--- src/rtl/matmul_row_serializer.sv ---
// matmul_row_serializer: buffers completed rows of C in a small row FIFO and
// streams them out one element per beat on a valid/ready interface.
module matmul_row_serializer #(
    parameter int BATCH_SIZE          = 8,
    parameter int LOG_BATCH_SIZE      = 3,
    parameter int OUTPUT_FEATURES     = 8,
    parameter int LOG_OUTPUT_FEATURES = 3,
    parameter int OUTPUT_WIDTH        = 16,
    parameter int FIFO_DEPTH          = 4,
    parameter int LOG_FIFO_DEPTH      = 2
) (
    input  logic                                    clk,
    input  logic                                    reset,
    input  logic                                    start,
    input  logic [OUTPUT_FEATURES*OUTPUT_WIDTH-1:0] row_data,
    input  logic [LOG_BATCH_SIZE-1:0]               row_addr,
    input  logic                                    row_wr_en,
    output logic [OUTPUT_WIDTH-1:0]                 m_data,
    output logic                                    m_valid,
    input  logic                                    m_ready,
    output logic                                    m_last,
    output logic [LOG_BATCH_SIZE-1:0]               m_row,
    output logic [LOG_OUTPUT_FEATURES-1:0]          m_col,
    output logic [LOG_FIFO_DEPTH:0]                 fifo_count,
    output logic                                    overflow,
    output logic                                    done
);

    localparam int ROW_W = OUTPUT_FEATURES * OUTPUT_WIDTH;
    localparam logic [LOG_FIFO_DEPTH:0]        FULL_COUNT  = (LOG_FIFO_DEPTH+1)'(FIFO_DEPTH);
    localparam logic [LOG_OUTPUT_FEATURES-1:0] LAST_COL    = LOG_OUTPUT_FEATURES'(OUTPUT_FEATURES-1);
    localparam logic [LOG_BATCH_SIZE:0]        BATCH_COUNT = (LOG_BATCH_SIZE+1)'(BATCH_SIZE);

    typedef enum logic {
        IDLE,
        STREAM
    } state_t;

    state_t state, next_state;

    logic [ROW_W-1:0]               fifo_data [FIFO_DEPTH];
    logic [LOG_BATCH_SIZE-1:0]      fifo_addr [FIFO_DEPTH];
    logic [LOG_FIFO_DEPTH-1:0]      wr_ptr, rd_ptr;
    logic [LOG_FIFO_DEPTH:0]        count;

    logic [ROW_W-1:0]               cur_row;
    logic [LOG_BATCH_SIZE-1:0]      cur_addr;
    logic [LOG_OUTPUT_FEATURES-1:0] col;
    logic [LOG_BATCH_SIZE:0]        rows_done;
    logic                           done_r;
    logic                           overflow_r;

    logic [OUTPUT_WIDTH-1:0]        elems [OUTPUT_FEATURES];

    logic clear, beat, last_beat, fifo_empty, fifo_full, pop, push;

    // A pop frees a slot in the same cycle, so a push into a full FIFO
    // still lands when the serializer is taking the head row.
    assign clear      = reset | start;
    assign beat       = (state == STREAM) && m_ready;
    assign last_beat  = beat && (col == LAST_COL);
    assign fifo_empty = (count == '0);
    assign fifo_full  = (count == FULL_COUNT);
    assign pop        = !fifo_empty && ((state == IDLE) || last_beat);
    assign push       = row_wr_en && (!fifo_full || pop);

    // State register; reset and start both return the FSM to IDLE.
    always_ff @(posedge clk) begin
        if (clear) state <= IDLE;
        else       state <= next_state;
    end

    // Next state: load a row whenever one waits, drop to IDLE only when the
    // final beat of a row finds the FIFO empty.
    always_comb begin
        next_state = state;
        case (state)
            IDLE:    if (!fifo_empty) next_state = STREAM;
            STREAM:  if (last_beat && fifo_empty) next_state = IDLE;
            default: next_state = IDLE;
        endcase
    end

    // Output decode from registered state only, so m_ready never reaches m_valid.
    always_comb begin
        for (int c = 0; c < OUTPUT_FEATURES; c++) begin
            elems[c] = cur_row[c*OUTPUT_WIDTH +: OUTPUT_WIDTH];
        end
        m_valid = (state == STREAM);
        m_data  = '0;
        m_row   = '0;
        m_col   = '0;
        m_last  = 1'b0;
        if (m_valid) begin
            m_data = elems[col];
            m_row  = cur_addr;
            m_col  = col;
            m_last = (col == LAST_COL);
        end
    end

    // Row storage; contents beyond the live count are never observed.
    always_ff @(posedge clk) begin
        if (push && !clear) begin
            fifo_data[wr_ptr] <= row_data;
            fifo_addr[wr_ptr] <= row_addr;
        end
    end

    // Pointers, occupancy, serializer register and sticky status flags.
    always_ff @(posedge clk) begin
        if (clear) begin
            wr_ptr     <= '0;
            rd_ptr     <= '0;
            count      <= '0;
            cur_row    <= '0;
            cur_addr   <= '0;
            col        <= '0;
            rows_done  <= '0;
            done_r     <= 1'b0;
            overflow_r <= 1'b0;
        end else begin
            if (push) wr_ptr <= wr_ptr + 1'b1;
            if (pop)  rd_ptr <= rd_ptr + 1'b1;
            case ({push, pop})
                2'b10:   count <= count + 1'b1;
                2'b01:   count <= count - 1'b1;
                default: count <= count;
            endcase
            if (row_wr_en && !push) overflow_r <= 1'b1;
            if (pop) begin
                cur_row  <= fifo_data[rd_ptr];
                cur_addr <= fifo_addr[rd_ptr];
                col      <= '0;
            end else if (beat && !last_beat) begin
                col <= col + 1'b1;
            end
            if (last_beat && !done_r) begin
                rows_done <= rows_done + 1'b1;
                if (rows_done + 1'b1 == BATCH_COUNT) done_r <= 1'b1;
            end
        end
    end

    assign fifo_count = count;
    assign overflow   = overflow_r;
    assign done       = done_r;

endmodule
--- config.mk ---
export PLATFORM = sky130hd
export DESIGN_NAME = matmul_row_serializer
export DESIGN_NICKNAME = d
export VERILOG_FILES = /design/src/rtl/matmul_row_serializer.sv
export SDC_FILE = /design/constraint.sdc
export NUM_CORES = 1
export LEC_CHECK = 0
export BUFFER_PORTS_ARGS = -buffer_cell sky130_fd_sc_hd__buf_2
export CORE_UTILIZATION = 50
export CTS_BUF_LIST = sky130_fd_sc_hd__clkbuf_8
export DETAILED_ROUTE_END_ITERATION = 7
export GPL_TIMING_DRIVEN = 0
export PLACE_DENSITY = 0.68
export SLEW_MARGIN = 20
export SYNTH_ARGS = -nofsm -noshare
export SYNTH_HDL_FRONTEND = slang
export SYNTH_SLANG_ARGS = --single-unit
--- constraint.sdc ---
create_clock -name clk -period 6.3 [get_ports clk]
set_input_delay 0.63 -clock clk [delete_from_list [all_inputs] [get_ports clk]]
set_output_delay 0.63 -clock clk [all_outputs]
set_load 0.005 [all_outputs]
==> results of run 1 <==
-- per-stage QoR --
stage | area [um2] | instances
6_report | 29430 | 2489
5_1_grt | 29420 | 2484
4_1_cts | 29420 | 2483
3_5_place_dp | 27370 | 2288
3_3_place_gp | 27010 | 2276
2_1_floorplan | 25350 | 1440
-- where the power goes --
group          leakage [nW]  internal (mW)  switching, mW
clock                  1.19           1.87           1.66
sequential             5.93           4.84         0.0317
combinational          2.55          0.182          0.275
-- sequential cells by signal, indices dropped and copies added, names as in the netlist --
| signal | flops |
|---|---|
| fifo_data | 512 |
| cur_row | 128 |
| fifo_addr | 12 |
| rows_done | 4 |
| col | 3 |
| cur_addr | 3 |
| fifo_count | 3 |
| rd_ptr | 2 |
| wr_ptr | 2 |
| done | 1 |
| m_valid | 1 |
| overflow | 1 |
-- cell type report --
class	instances	share of cell area, %
inverter	4	0.05101
tap	672	2.857
multi-input combinational	675	21.12
clock inverter	78	1.505
sequential	672	63.53
timing repair buffer	176	3.911
clock buffer	117	5.471
antenna	6	0.05101
buffer	89	1.505
-- synthesized netlist by cell type, types with 2 or more instances --
cell,instances
a21oi_1,135
nor2b_1,16
buf_2,33
mux2i_1,19
edfxtp_1,524
and2_1,7
xor2_1,4
and3_1,4
buf_4,16
a31oi_1,6
nand2_1,265
nor3_1,3
xnor2_1,5
nor2_1,13
or3_1,2
buf_1,10
dfxtp_1,148
ha_1,8
nand3_1,5
clkbuf_1,29
inv_1,4
mux4_2,163
-- kinds of logic after synthesis --
family	Yosys count	synth area share (%)
flip-flops	672	73.75
AND/OR/NAND/NOR	324	5.261
multiplexers	182	15.23
AO/OA/AOI/OAI	151	3.168
buffers and inverters	93	1.806
XOR/XNOR	9	0.3109
adder cells (fa/ha/maj)	9	0.4738
-- worst max-delay path, delay by kind of cell, from the launching register on --
family,cells,cell delay [ns]
buffers and inverters,4,0.99
flip-flops,1,0.34
multiplexers,2,0.77
AND/OR/NAND/NOR,1,0.09
-- layer usage --
metal | global-route usage [%] | share of wire, %
met1 | 31.25 | 43
met4 | 7.599 | 2.2
met3 | 7.537 | 8.9
met5 | 0 | 0.16
met2 | 33.49 | 46
-- final timing paths --
path	start	to	slack, ns
setup reg to reg	col[0]	fifo_count[2]	3.01
hold reg to reg	cur_addr[0]	cur_addr[0]	0.45
hold / removal	row_data[79]	fifo_data[1][79]	0.14
setup / recovery	col[1]	m_data[8]	2.77
==> impl_metrics.csv, run 1 <==
group,metric,value,unit
run,cap_violations,0,
detailed_routing,wl_per_cell,22.62,um
clocking,htree_levels,3,
layout,nets,1868,
power,vdd_drop_max,0.1425,mV
die,pin_count,165,
die,start_util,50.64,%
synth,synth_edf_count,524,
synth,syn_area_per_cell,17.61,um2
timing,rsz0062_at_grt,"no",
placement,gp_congestion,0.8777,
clocking,hold_buffers,0,
clocking,worst_skew_pair.late_latency,0.71,ns
synth,ys_warn_count,0,
worst_hold_path,min_path_type,"primary input to register",
layout,multi_input_area,6217,um2
worst_hold_path,hold_path_depth,1,
synth,netlist_area,25350,um2
global_route,antenna_found_initial,14,
timing,finalHoldViolations,0,
clocking,cts.clk_slew.worst_paths,0.06,ns
die,rows,82,
placement,portBuffers,164,
placement,pre_cts_slack,3.102,ns
power,power.density,301.0,nW/um2
detailed_routing,wl,56300,um
global_route,grt_max_degree,46,
placement,hpwlAfterDp,38540,um
layout,layout.cells.most_common_list,"524 x edfxtp_1, 265 x nand2_1, 197 x buf_2",
synth,netlist.area_leader.share,62.06,%
layout,nFillCells,3801,
critical_path,start_kind,"register",
clocking,clk_path_buf_depth,3,
die,dieWidth,227.2,um
global_route,grt_remaining_overflow,0,
timing,drv_slew,0,
critical_path,crit_required,5.67,ns
clocking,numCtsBuffers,105,
timing,tns,0,ns
timing,layout_setup_ws,2.766,ns
layout,utilization,58.79,%
detailed_routing,first_iter_violations,1037,
layout,final_common_cell,"edfxtp_1",
critical_path,r2r_cells,11,
critical_path,worst-path-max-fanout,10,
clocking,cts_root_buf,"clkbuf_8",
timing,slew_headroom,43.68,%
global_route,grtUsageTotal,22.49,%
power,finalPower,8.860,mW
critical_path,crit_chain,"buf_4 > buf_2 > buf_2 > mux4_2 > mux2i_1 > nor2b_1 > buf_2",
critical_path,worstSetupPathType,"register to primary output",
synth,ys_seq_area_share,73.75,%
run_status,status,"completed",
global_route,grt_pass1_vias,13870,
die,coreArea,50070,um2
detailed_routing,firstDrtPassIters,5,
power,p_leak,9.665,nW
clocking,cts_tree,"yes",
synth,synth_ff_type,"edfxtp_1",
critical_path,cp_slowest_stage_delay,0.40,ns
critical_path,critPathArrivalTime,2.90,ns
synth,postSynthCellCount,1440,
timing,holdWs,0.1419,ns
die,die_h,227.2,um
clocking,cts_setup_buffers,0,
critical_path,end_kind,"primary output",
synth,synthArstFlopShare,0,%
timing,min_period,3.534,ns
synth,syn_nets,1585,
critical_path,crit_top_cell,"buf_2",
clocking,clkSinkCount,672,
timing,tightest_slew,0.8448,ns
detailed_routing,viasPerCell,5.485,
detailed_routing,vias,13650,
timing,clock.fmax,282.9,MHz
timing,clock_skew,0.03798,ns
timing,setup_viol,0,
detailed_routing,drc_errors,0,
timing,period_share,56.10,%
synth,synth_cell_types,43,
global_route,grt_pass1_wl,83750,um
layout,synthToLayoutAreaGrowth,16.09,%
synth,ys_top_cells_by_area,"edfxtp_1 62%, mux4_2 14%, dfxtp_1 12%",
die,die_area,51610,um2
clocking,post_cts_resized,0,
layout,seqCellArea,18700,um2
critical_path,crit_slowest_cell,"mux2i_1",
synth,synth_area_leader_cell,"edfxtp_1",
detailed_routing,ant_nets,0,
synth,ys_ff_latch,672,
layout,drive_gt1_share,29.82,%
(Power assumes the default switching activity.)
==> run 2: changes to the inputs <==
==> constraint.sdc (replaced) <==
create_clock -name clk -period 3.48 [get_ports clk]
set_input_delay 0.348 -clock clk [delete_from_list [all_inputs] [get_ports clk]]
set_output_delay 0.348 -clock clk [all_outputs]
set_load 0.005 [all_outputs]
==> impl_metrics.csv, run 2 (synthesis gave the netlist of run 1 again) <==
group,metric,value,unit
detailed_routing,wl,56860,um
placement,gp_congestion,0.8699,
timing,period_share,93.23,%
clocking,worst_skew_pair.late_latency,0.70,ns
timing,finalHoldViolations,0,
critical_path,worstSetupPathType,"register to primary output",
layout,nFillCells,3744,
critical_path,crit_required,3.13,ns
layout,synthToLayoutAreaGrowth,21.44,%
timing,setup_viol,0,
die,dieWidth,227.2,um
critical_path,rrSetupSlack,0.25,ns
critical_path,crit_chain,"buf_4 > buf_2 > buf_2 > mux4_2 > mux2i_1 > nor2b_1 > buf_2",
power,p_leak,10.23,nW
critical_path,cp_slowest_stage_delay,0.39,ns
timing,rsz0062_at_grt,"no",
global_route,grt_remaining_overflow,0,
timing,tightest_slew,0.7682,ns
die,pin_count,165,
timing,clock_skew,0.04380,ns
clocking,post_cts_resized,0,
detailed_routing,top_layer,"met5",
timing,drv_slew,0,
timing,holdWs,0.09931,ns
timing,clock.fmax,308.2,MHz
timing,slew_headroom,48.79,%
clocking,numCtsBuffers,102,
clocking,cts_root_buf,"clkbuf_8",
placement,hpwlAfterDp,38410,um
global_route,grt_pass1_vias,14360,
critical_path,critPathArrivalTime,2.90,ns
global_route,grt_max_degree,45,
power,vdd_drop_max,0.2935,mV
critical_path,end_kind,"primary output",
clocking,clk_path_buf_depth,3,
detailed_routing,met3WireLength,4375,um
die,coreArea,50070,um2
power,power.density,527.6,nW/um2
clocking,cts_tree,"yes",
layout,layout.cells.non_filler,2618,
layout,largestRegisters,"fifo_data x512, cur_row x128, fifo_addr x12",
die,die_h,227.2,um
detailed_routing,drc_errors,0,
clocking,cts.clk_slew.worst_paths,0.07,ns
die,rows,82,
global_route,grtUsageTotal,22.57,%
layout,seqCellArea,18700,um2
critical_path,crit_slowest_cell,"mux2i_1",
die,start_util,50.64,%
run_status,status,"completed",
run,cap_violations,0,
layout,nets,1998,
detailed_routing,firstDrtPassIters,7,
layout,layout.cells.most_common_list,"524 x edfxtp_1, 265 x nand2_1, 197 x buf_2",
critical_path,start_kind,"register",
clocking,clkSinkCount,672,
die,die_area,51610,um2
detailed_routing,met1Wirelength,25260,um
timing,min_period,3.244,ns
detailed_routing,first_iter_violations,1393,
layout,regMostFlops,"fifo_data",
placement,post-place-cells,2288,
layout,largest_register_ffs,512,
detailed_routing,vias,14240,
layout,drive_gt1_share,28.10,%
layout,final_common_cell,"edfxtp_1",
global_route,grt_pass1_wl,84860,um
detailed_routing,wl_met2,26070,um
critical_path,crit_top_cell,"buf_2",
global_route,antenna_found_initial,5,
detailed_routing,ant_nets,0,
placement,portBuffers,164,
detailed_routing,viasPerCell,5.440,
power,finalPower,16.25,mW
clocking,htree_levels,3,
detailed_routing,wl_per_cell,21.72,um
worst_hold_path,min_path_type,"primary input to register",
layout,multi_input_area,6217,um2
critical_path,worst-path-max-fanout,10,
-- run 2: timing repair --
item / CTS / global route
hold endpoints to repair: 526 / 0
setup buffers: 0 / 0
hold buffers: 133 / 0
-- run 2: layer usage --
metal	vias to the layer above	GRT usage, %
met2	516	33.56
met5	-	0
met4	4	7.318
li1	6408	-
met1	7232	33.52
met3	83	4.737
-- run 2: final cells by class --
class | count | share of cell area, %
timing repair buffer | 309 | 8.063
clock buffer | 118 | 5.275
multi-input combinational | 675 | 20.19
antenna | 3 | 0.02438
clock inverter | 76 | 1.496
sequential | 672 | 60.73
buffer | 89 | 1.439
tap | 672 | 2.731
inverter | 4 | 0.04877
-- run 2: per-stage QoR --
stage | instance area, um2 | TNS (ns) | worst slack (ns) | utilization [%]
final | 30790 | 0 | 0.2357 | 61.49
after CTS | 30780 | 0 | 0.2157 | 61.48
after global routing | 30790 | 0 | 0.08817 | 61.49
after global placement | 27020 | -685.69 | -1.326 | 53.97
after floorplan | 25360 | 0 | 0.1481 | -
after detailed placement | 27370 | 0 | 0.3098 | 54.66
-- run 2: worst paths after layout --
path | startpoint | end | cells after the start
worst max register to register | col[0] | fifo_count[2] | 11
worst min register to register | cur_row[16] | cur_row[16] | 2
worst max-delay path | col[1] | m_data[8] | 7
worst min-delay path | row_wr_en | fifo_count[1] | 4
-- run 2: critical path, delay by kind of cell (launching register included) --
family	cells	cell delay [ns]
buffers and inverters	4	1.00
flip-flops	1	0.34
AND/OR/NAND/NOR	1	0.10
multiplexers	2	0.75
-- run 2: power breakdown --
group	leakage, nW	switching [mW]	total [mW]	internal (mW)
clock	1.20	2.99	6.47	3.48
sequential	5.93	0.0569	8.82	8.76
combinational	3.10	0.529	0.956	0.427
==> run 3: changes to the inputs <==
--- a/config.mk
+++ b/config.mk
@@ -6,11 +6,13 @@
 export NUM_CORES = 1
 export LEC_CHECK = 0
 export BUFFER_PORTS_ARGS = -buffer_cell sky130_fd_sc_hd__buf_2
-export CORE_UTILIZATION = 50
+export CELL_PAD_IN_SITES_DETAIL_PLACEMENT = 0
+export CELL_PAD_IN_SITES_GLOBAL_PLACEMENT = 2
+export CORE_UTILIZATION = 47
 export CTS_BUF_LIST = sky130_fd_sc_hd__clkbuf_8
 export DETAILED_ROUTE_END_ITERATION = 7
 export GPL_TIMING_DRIVEN = 0
-export PLACE_DENSITY = 0.68
+export PLACE_DENSITY_LB_ADDON = 0.1
 export SLEW_MARGIN = 20
 export SYNTH_ARGS = -nofsm -noshare
 export SYNTH_HDL_FRONTEND = slang
==> impl_metrics.csv, run 3 (synthesis gave the netlist of run 1 again) <==
group,metric,value,unit
clocking,worst_skew_pair.late_latency,0.68,ns
detailed_routing,wl_per_cell,22.54,um
critical_path,crit_chain,"buf_4 > buf_2 > buf_2 > mux4_2 > mux2i_1 > nor2b_1 > buf_2",
die,coreArea,52970,um2
power,intPower,12.49,mW
timing,slew_headroom,41.39,%
detailed_routing,drc_errors,0,
timing,finalHoldViolations,0,
critical_path,worst-path-max-fanout,10,
critical_path,start_kind,"register",
die,start_util,47.86,%
timing,rsz0062_at_grt,"no",
critical_path,critPathArrivalTime,2.93,ns
power,power_frac_seq,54.8,%
layout,synthToLayoutAreaGrowth,21.11,%
placement,hpwlAfterDp,39810,um
timing,setup_viol,0,
critical_path,path_delay_family,"buffers and inverters",
power,p_switching,3.614,mW
layout,diodes,0,
layout,nFillCells,4239,
layout,regMostFlops,"fifo_data",
timing,drv_slew,0,
worst_hold_path,min_from,"row_wr_en",
critical_path,r2r_start,"col[0]",
global_route,antenna_found_initial,3,
timing,clock_skew,0.02058,ns
worst_hold_path,min_path_type,"primary input to register",
detailed_routing,ant_nets,0,
global_route,grtUsageTotal,22.35,%
critical_path,path_buf_inv,4,
clocking,cts_root_buf,"clkbuf_8",
clocking,numCtsBuffers,106,
layout,final_common_cell,"edfxtp_1",
clocking,cts_tree,"yes",
power,p_leak,10.17,nW
clocking,cts.clk_slew.worst_paths,0.06,ns
timing,min_period,3.283,ns
detailed_routing,viasPerCell,5.338,
global_route,grt_pass1_vias,14160,
critical_path,worstSetupPathType,"register to primary output",
critical_path,crit_required,3.13,ns
placement,pre_cts_slack,0.3139,ns
detailed_routing,firstDrtPassIters,5,
die,die_area,54880,um2
timing,clock.fmax,304.6,MHz
layout,largestRegisters,"fifo_data x512, cur_row x128, fifo_addr x12",
layout,layout.cells.most_common_list,"524 x edfxtp_1, 265 x nand2_1, 197 x buf_2",
placement,gp_congestion,0.8274,
detailed_routing,first_iter_violations,980,
global_route,grt_remaining_overflow,0,
power,clkPwrFrac,39.2,%
power,vdd_drop_max,0.3309,mV
die,rows,84,
detailed_routing,vias,14050,
power,finalPower,16.10,mW
timing,period_share,94.33,%
critical_path,crit_top_cell,"buf_2",
run_status,status,"completed",
timing,layout_setup_ws,0.1974,ns
die,die_h,234.3,um
clocking,clk_path_buf_depth,3,
layout,largest_register_ffs,512,
power,power.density,524.3,nW/um2
die,pin_count,165,
layout,nets,2002,
clocking,clkSinkCount,672,
layout,drive_gt1_share,27.42,%
clocking,cts_setup_buffers,0,
global_route,grt_max_degree,46,
global_route,grt_pass1_wl,87780,um
power,p_sw_share,22.45,%
clocking,htree_levels,3,
placement,portBuffers,164,
power,p_comb_share,6.0,%
critical_path,end_kind,"primary output",
critical_path,crit_slowest_cell,"mux4_2",
layout,utilization,57.97,%
run,cap_violations,0,
die,dieWidth,234.3,um
timing,tightest_slew,0.8782,ns
detailed_routing,wl,59320,um
critical_path,worstSetupStartpoint,"col[1]",
critical_path,cp_slowest_stage_delay,0.41,ns
run 3: cell types whose count changed in the layout (fill, tap and decap cells not counted):
cell and change:
clkinv_1 +15, clkbuf_8 -8, clkinv_2 -4, diode_2 -3, buf_12 +1, buf_16 -1
clkinv_4 -1, clkinvlp_4 +1, inv_1 -1, inv_6 -1
run 3: stage by stage:
step	cells	area (um2)	hold WS (ns)	setup TNS (ns)
after global routing	2632	30710	0.1278	0
final	2632	30710	0.1215	0
after floorplan	1440	25360	0.4317	0
after CTS	2632	30710	0.04225	0
after global placement	2292	27040	0.4416	-733.47
after detailed placement	2304	27380	0.4448	0
run 3: layout make-up:
type                            instances  area [um2]  area share, %
Sequential cell                       672       18700          60.89
Tap cell                              688       860.8          2.803
Buffer                                 89       442.9          1.442
Timing Repair Buffer                  309        2475          8.060
Clock inverter                         85       483.0          1.573
Multi-Input combinational cell        675        6217          20.25
Inverter                                4       15.01        0.04890
Clock buffer                          110        1514          4.931
run 3: repair_timing:
item | 4_1_cts | 5_1_grt
gates resized for setup | 0 | 0
endpoints found under the hold margin | 526 | 0
hold buffers | 133 | 0
run 3: path summary, 6_finish.rpt:
kind	end	slack [ns]	cells after the start
min	fifo_count[1]	0.12	4
max reg2reg	fifo_count[2]	0.30	11
min reg2reg	cur_row[26]	0.45	2
max	m_data[15]	0.20	7
run 3: metal layers:
layer | up-vias | GRT usage [%] | part of all wire, %
li1 | 6406 | - | -
met1 | 7130 | 34.55 | 48
met2 | 428 | 32.07 | 44
met3 | 84 | 4.232 | 6.1
met4 | 2 | 6.798 | 1.9
met5 | - | 0 | 0.022
run 3: worst reg2reg max path: stages, from the launching register on:
cell and delay (ns):
dfxtp_1 0.31, ha_1 0.19, ha_1 0.26, a21boi_4 0.32, or2_1 0.15, buf_2 0.19
buf_2 0.30, nor2_1 0.10, fa_1 0.43, or4_1 0.52, a21o_1 0.19, a31oi_1 0.14
run 3: power groups by stage:
stage                     clock (mW)  sequential [mW]  combinational [mW]
after floorplan                    0             8.97               0.495
after global placement             0             8.99               0.834
after detailed placement           0             8.99               0.865
after CTS                       6.48             8.82               0.984
after global routing            6.84             8.83                1.06
final                           6.31             8.82               0.973
